File: src/rtl/reg_access_arbiter.sv
// ---------------------------------------------------------------------------
// reg_access_arbiter
//
// Purpose:
//   Arbitrates two requesters (A and B) for a shared bank of four registers
//   that all share one function code (FunSel) and one data bus (I). A winning
//   request becomes a one-cycle grant that drives a one-hot enable (E) to the
//   targeted register. Every output is registered.
//
// Configuration macro:
//   ARB_ROUND_ROBIN_EN - when defined, simultaneous eligible requests are
//                        granted to the requester opposite to LAST.
//                        When undefined, A has fixed priority over B.
//
// Ports:
//   CLK            in   clock, all state changes on the rising edge
//   RST            in   synchronous, active-high reset
//   REQ_A/REQ_B    in   access request from requester A / B
//   OP_A/OP_B      in   [1:0] requested FunSel code (0 dec,1 inc,2 load,3 clr)
//   SEL_A/SEL_B    in   [1:0] target register index 0-3
//   D_A/D_B        in   [N-1:0] load data
//   GNT_A/GNT_B    out  one-cycle grant pulse
//   E              out  [3:0] one-hot register enable, 0 when no grant
//   FunSel         out  [1:0] function code shared by all registers
//   I              out  [N-1:0] data shared by all registers
//   LAST           out  last granted requester (0=A, 1=B)
// ---------------------------------------------------------------------------
module reg_access_arbiter #(
    parameter int N = 8
) (
    input  logic         CLK,
    input  logic         RST,
    input  logic         REQ_A,
    input  logic         REQ_B,
    input  logic [1:0]   OP_A,
    input  logic [1:0]   OP_B,
    input  logic [1:0]   SEL_A,
    input  logic [1:0]   SEL_B,
    input  logic [N-1:0] D_A,
    input  logic [N-1:0] D_B,
    output logic         GNT_A,
    output logic         GNT_B,
    output logic [3:0]   E,
    output logic [1:0]   FunSel,
    output logic [N-1:0] I,
    output logic         LAST
);

    typedef enum logic [1:0] {
        WIN_NONE,
        WIN_A,
        WIN_B
    } win_t;

    win_t         win;
    logic         elig_a;
    logic         elig_b;
    logic         gnt_a_next;
    logic         gnt_b_next;
    logic [3:0]   e_next;
    logic [1:0]   funsel_next;
    logic [N-1:0] i_next;
    logic         last_next;

    // A request whose grant is currently showing has already been consumed,
    // so a held REQ is not eligible again until the grant cycle is over.
    always_comb begin
        elig_a = REQ_A & ~GNT_A;
        elig_b = REQ_B & ~GNT_B;
        win    = WIN_NONE;
        if (elig_a && elig_b) begin
`ifdef ARB_ROUND_ROBIN_EN
            win = LAST ? WIN_A : WIN_B;
`else
            win = WIN_A;
`endif
        end else if (elig_a) begin
            win = WIN_A;
        end else if (elig_b) begin
            win = WIN_B;
        end
    end

    // Build the next output set from the winner; FunSel, I and LAST keep
    // their values when nobody is granted.
    always_comb begin
        gnt_a_next  = 1'b0;
        gnt_b_next  = 1'b0;
        e_next      = 4'b0000;
        funsel_next = FunSel;
        i_next      = I;
        last_next   = LAST;
        case (win)
            WIN_A: begin
                gnt_a_next  = 1'b1;
                e_next      = 4'b0001 << SEL_A;
                funsel_next = OP_A;
                i_next      = D_A;
                last_next   = 1'b0;
            end
            WIN_B: begin
                gnt_b_next  = 1'b1;
                e_next      = 4'b0001 << SEL_B;
                funsel_next = OP_B;
                i_next      = D_B;
                last_next   = 1'b1;
            end
            default: begin
            end
        endcase
    end

    // Reset drops any grant in flight and leaves LAST=1 so that A wins the
    // first contended round-robin arbitration.
    always_ff @(posedge CLK) begin
        if (RST) begin
            GNT_A  <= 1'b0;
            GNT_B  <= 1'b0;
            E      <= 4'b0000;
            FunSel <= 2'b00;
            I      <= '0;
            LAST   <= 1'b1;
        end else begin
            GNT_A  <= gnt_a_next;
            GNT_B  <= gnt_b_next;
            E      <= e_next;
            FunSel <= funsel_next;
            I      <= i_next;
            LAST   <= last_next;
        end
    end

endmodule

File: config.mk
export PLATFORM = sky130hd
export DESIGN_NAME = reg_access_arbiter
export DESIGN_NICKNAME = d
export VERILOG_FILES = /design/src/rtl/reg_access_arbiter.sv
export SDC_FILE = /design/constraint.sdc
export NUM_CORES = 1
export LEC_CHECK = 0
export BUFFER_PORTS_ARGS = -buffer_cell sky130_fd_sc_hd__buf_4
export CAP_MARGIN = 20
export CELL_PAD_IN_SITES_DETAIL_PLACEMENT = 1
export CELL_PAD_IN_SITES_GLOBAL_PLACEMENT = 1
export CORE_UTILIZATION = 29
export DETAILED_ROUTE_END_ITERATION = 10
export PLACE_DENSITY = 0.81
export SYNTH_ARGS = -nofsm -noshare
export SYNTH_HDL_FRONTEND = slang
export SYNTH_SLANG_ARGS = --single-unit
File: constraint.sdc
create_clock -name CLK -period 1.6 [get_ports CLK]
set_input_delay 0 -clock CLK [delete_from_list [all_inputs] [get_ports CLK]]
set_output_delay 0 -clock CLK [all_outputs]
set_load 0.02 [all_outputs]
==> parameters.txt <==
Parameter                              Value

Critical path
  Arrival @ worst endpoint ... 1.50 ns
  Critical Path Slowest Stage Cell ... sky130_fd_sc_hd__and2b_1
  Longest individual stage delay on the worst path ... 0.49 ns
  Top fanout value on the critical path ... 14
  Category of the worst setup path launch point ... flip-flop
  Endpoint kind of the worst setup timing path ... flip-flop
  Crit Path Class ... reg -> reg
  Crit-path cells ... and2b_1 -> nor4b_1 -> a221o_1
  Worst path required time ... 1.78 ns

Clock tree
  CTS Buf Count ... 3
  Number of buffers added for setup after CTS ... 0
  Clock Tree Buf Depth ... 2
  Root buf cell ... sky130_fd_sc_hd__clkbuf_4
  TritonCTS clock tree ... built
  Clock network latency to the later pin of the worst-skew pair ... 0.29 ns
  Clock transition time at the flip-flop clock pins of the worst setup and hold paths ... 0.10 ns
  Resized Gates After CTS ... 0
  Clock H-tree levels ... 1
  Sink count of the clock tree ... 17

Cells and area
  Share of cells above drive strength 1 ... 38.3%
  Signed area change from the synthesized netlist to the final layout ... 81.7%
  Fillers ... around 270
  Final Core Density ... 57.3%
  FF+latch area ... 340 um2
  Number of nets in the final layout ... 162
  Post-Layout Inst Area ... 0.00129 mm2
  Area of the multi-input gates ... 329 um2
  ANT cells ... 0

Logic synthesis
  Syn Inst Count ... 67
  Number of warnings reported in the yosys synthesis log ... 0
  Share of cell area taken by muxes after synthesis ... 0%
  Syn nets ... between 90 and 100
  Synth Area in Compound Gates ... 21.1%
  Total standard cell area after synthesis ... 711 um2
  Average cell area after synthesis ... 10.6 um2
  Flip-flop and latch count after synthesis ... 17
  Post-synthesis xor/xnor area fraction ... 0%
  Sequential area share after synthesis ... 47.9%
  Number of distinct library cell variants in the gate-level netlist after synthesis ... 18
  Simple-gate portion of the synthesized area ... 25.2%
  Dominant combinational cell family by area after synthesis ... simple AND/OR/NAND/NOR gates
  Adder-cell share of the synthesized area ... 0%

Placement
  Port Buffer Count ... 44
  HPWL after detailed placement ... roughly 1.6 mm
  Post-placement cell area ... about 0.0011 mm2
  Global placement routability congestion ... 0.793

Die
  Floorplan die area ... approximately 0.0027 mm2
  Floorplan die width ... ~50 um
  Placement row count ... 17
  Initial cell density of the core ... 31.5%
  Vertical extent of the die ... 51.5 um
  Count of boundary I/O pins ... 45
  Core area ... 0.00225 mm2

Global routing
  Gr ovfl total ... 0
  Maximum number of pins on one net before global-route repair ... 15
  Global router's overall resource usage ... a little over a fifth
  Number of global-route vias before repair ... 849
  Number of antenna violations at the first check in global routing ... 0
  Global-route wire length before repair ... 3.97 mm
  Met1 usage ... 23.0%
  Most Used Layer, Global Route ... met2
  Met2 Track Usage GR ... about two fifths
  Met3 routing resource usage after global routing ... roughly 4.4%

Route
  Antenna Violating Nets Remaining ... 0
  1st-iter DRT viols ... 8
  Routed wire per std cell ... ~15 um
  Detailed Routing Iterations Pass 1 ... 4
  Final wirelength ... between 2 and 2.5 mm
  Drt via density ... approximately 5.1
  Overall via count from detail_route ... around 800
  Number of design rule violations left after detail routing ... 0

Status
  Status ... finished, final reports clean

Flow run
  Max-Cap Viols ... 0

Pwr
  Leak ... 0.561 nW
  Peak ir drop on the vdd network ... 449 uV
  Total power divided by cell area ... 751 mW/mm2

Timing
  Transition time at the pin with the least slew margin ... 0.469 ns
  Tcrit/Tclk final ... about 80%
  Setup violations, final ... 0
  Slew HR ... 68.8%
  Fin crit period ... between 1 and 1.5 ns
  Maximum clock frequency ... 0.759 GHz
  Final Hold Vio Count ... 0
  Worst-case clock skew ... 0.00496 ns
  Unrepaired setup endpoints after global routing ... false
  Final count of pins violating max slew ... 0
  Final sum of negative setup slack ... 0 ns

Hold path
  Worst hold-check path type ... in -> reg
==> through the flow <==
| stage | cells | setup slack (ns) | power (mW) | hold slack (ns) |
|---|---|---|---|---|
| after global routing | 161 | 0.209 | 1.02 | 0.0140 |
| after CTS | 161 | 0.288 | 0.975 | 0.0133 |
| final | 161 | 0.283 | 0.970 | 0.0221 |
| after detailed placement | 137 | 0.304 | 0.714 | 0.227 |
| after floorplan | 67 | 0.303 | 0.591 | 0.139 |
| after global placement | 137 | 0.353 | 0.707 | 0.224 |
==> power by group <==
group / switching (mW) / internal (mW)
combinational: 0.123 / 0.153
clock: 0.128 / 0.0968
sequential: 0.0150 / 0.454
total: 0.266 / 0.704
==> worst max-delay path: cells and delay by family (launching register included) <==
kind	cells	cell delay (ns)
AO/OA/AOI/OAI	1	0.29
flip-flops	1	0.33
AND/OR/NAND/NOR	2	0.60
==> timing repair <==
item / CTS / global route
setup endpoints to repair: 0 / 0
hold buffers: 20 / 0
endpoints found under the hold margin: 10 / 0
==> layout make-up <==
class,instances,share of cell area [%]
multi-input cells,44,25.5
repair buffers,68,43.4
well taps,28,2.71
clock buffers,4,2.03
flip-flops and latches,17,26.4
==> cell usage in the layout (no fill, tap or decap) <==
cell                             n
sky130_fd_sc_hd__a221o_1        10
sky130_fd_sc_hd__nand4b_1        2
sky130_fd_sc_hd__or4_1           1
sky130_fd_sc_hd__nor2b_1         3
sky130_fd_sc_hd__nor4b_1        10
sky130_fd_sc_hd__o211ai_1        1
sky130_fd_sc_hd__and2b_1         1
sky130_fd_sc_hd__a21oi_1         4
sky130_fd_sc_hd__dfxtp_1        17
sky130_fd_sc_hd__clkbuf_1        1
sky130_fd_sc_hd__clkbuf_4        3
sky130_fd_sc_hd__buf_4          48
sky130_fd_sc_hd__nand4_1         1
sky130_fd_sc_hd__dlygate4sd3_1  20
sky130_fd_sc_hd__a21o_1          1
sky130_fd_sc_hd__nand2b_1        2
sky130_fd_sc_hd__o21ai_0         3
sky130_fd_sc_hd__nor3_1          2
sky130_fd_sc_hd__nor2_1          3
==> kinds of logic after synthesis <==
kind of cell,after synthesis
DFF,17
and+or+nand+nor,25
AOI/OAI and AO/OA,19
buffers and inverters,6
==> per-layer routing <==
layer  vias up  wire length, um
met5         -                0
met1       393             1020
met4         0               27
met3         2              109
met2        26             1310
li1        399                -
==> sequential cells by signal, indices dropped and copies added, names as in the netlist <==
signal and flops:
FunSel 2, I 8, GNT_A 1, GNT_B 1, LAST 1, E 4
==> cell usage after synthesis, drive strengths merged <==
master	number	area share, %
a221o	10	14
nor2	3	1.6
nand4	1	0.88
nor3	2	1.4
dfxtp	17	48
nand4b	2	2.5
o21ai	3	2.1
nand2b	2	1.8
nor2b	3	2.6
a21o	1	1.1
or4	1	1.1
and2b	1	1.1
nor4b	10	12
buf	5	5.3
clkbuf	1	0.53
a21oi	4	2.8
o211ai	1	1.1
==> final timing paths <==
kind	start	end	slack, ns	cells past startpoint
max	GNT_B	I[1]	0.28	3
min reg2reg	LAST	LAST	0.55	2
max reg2reg	GNT_B	I[1]	0.28	3
min	SEL_B[1]	E[0]	0.02	3
(Power assumes the default switching activity.)
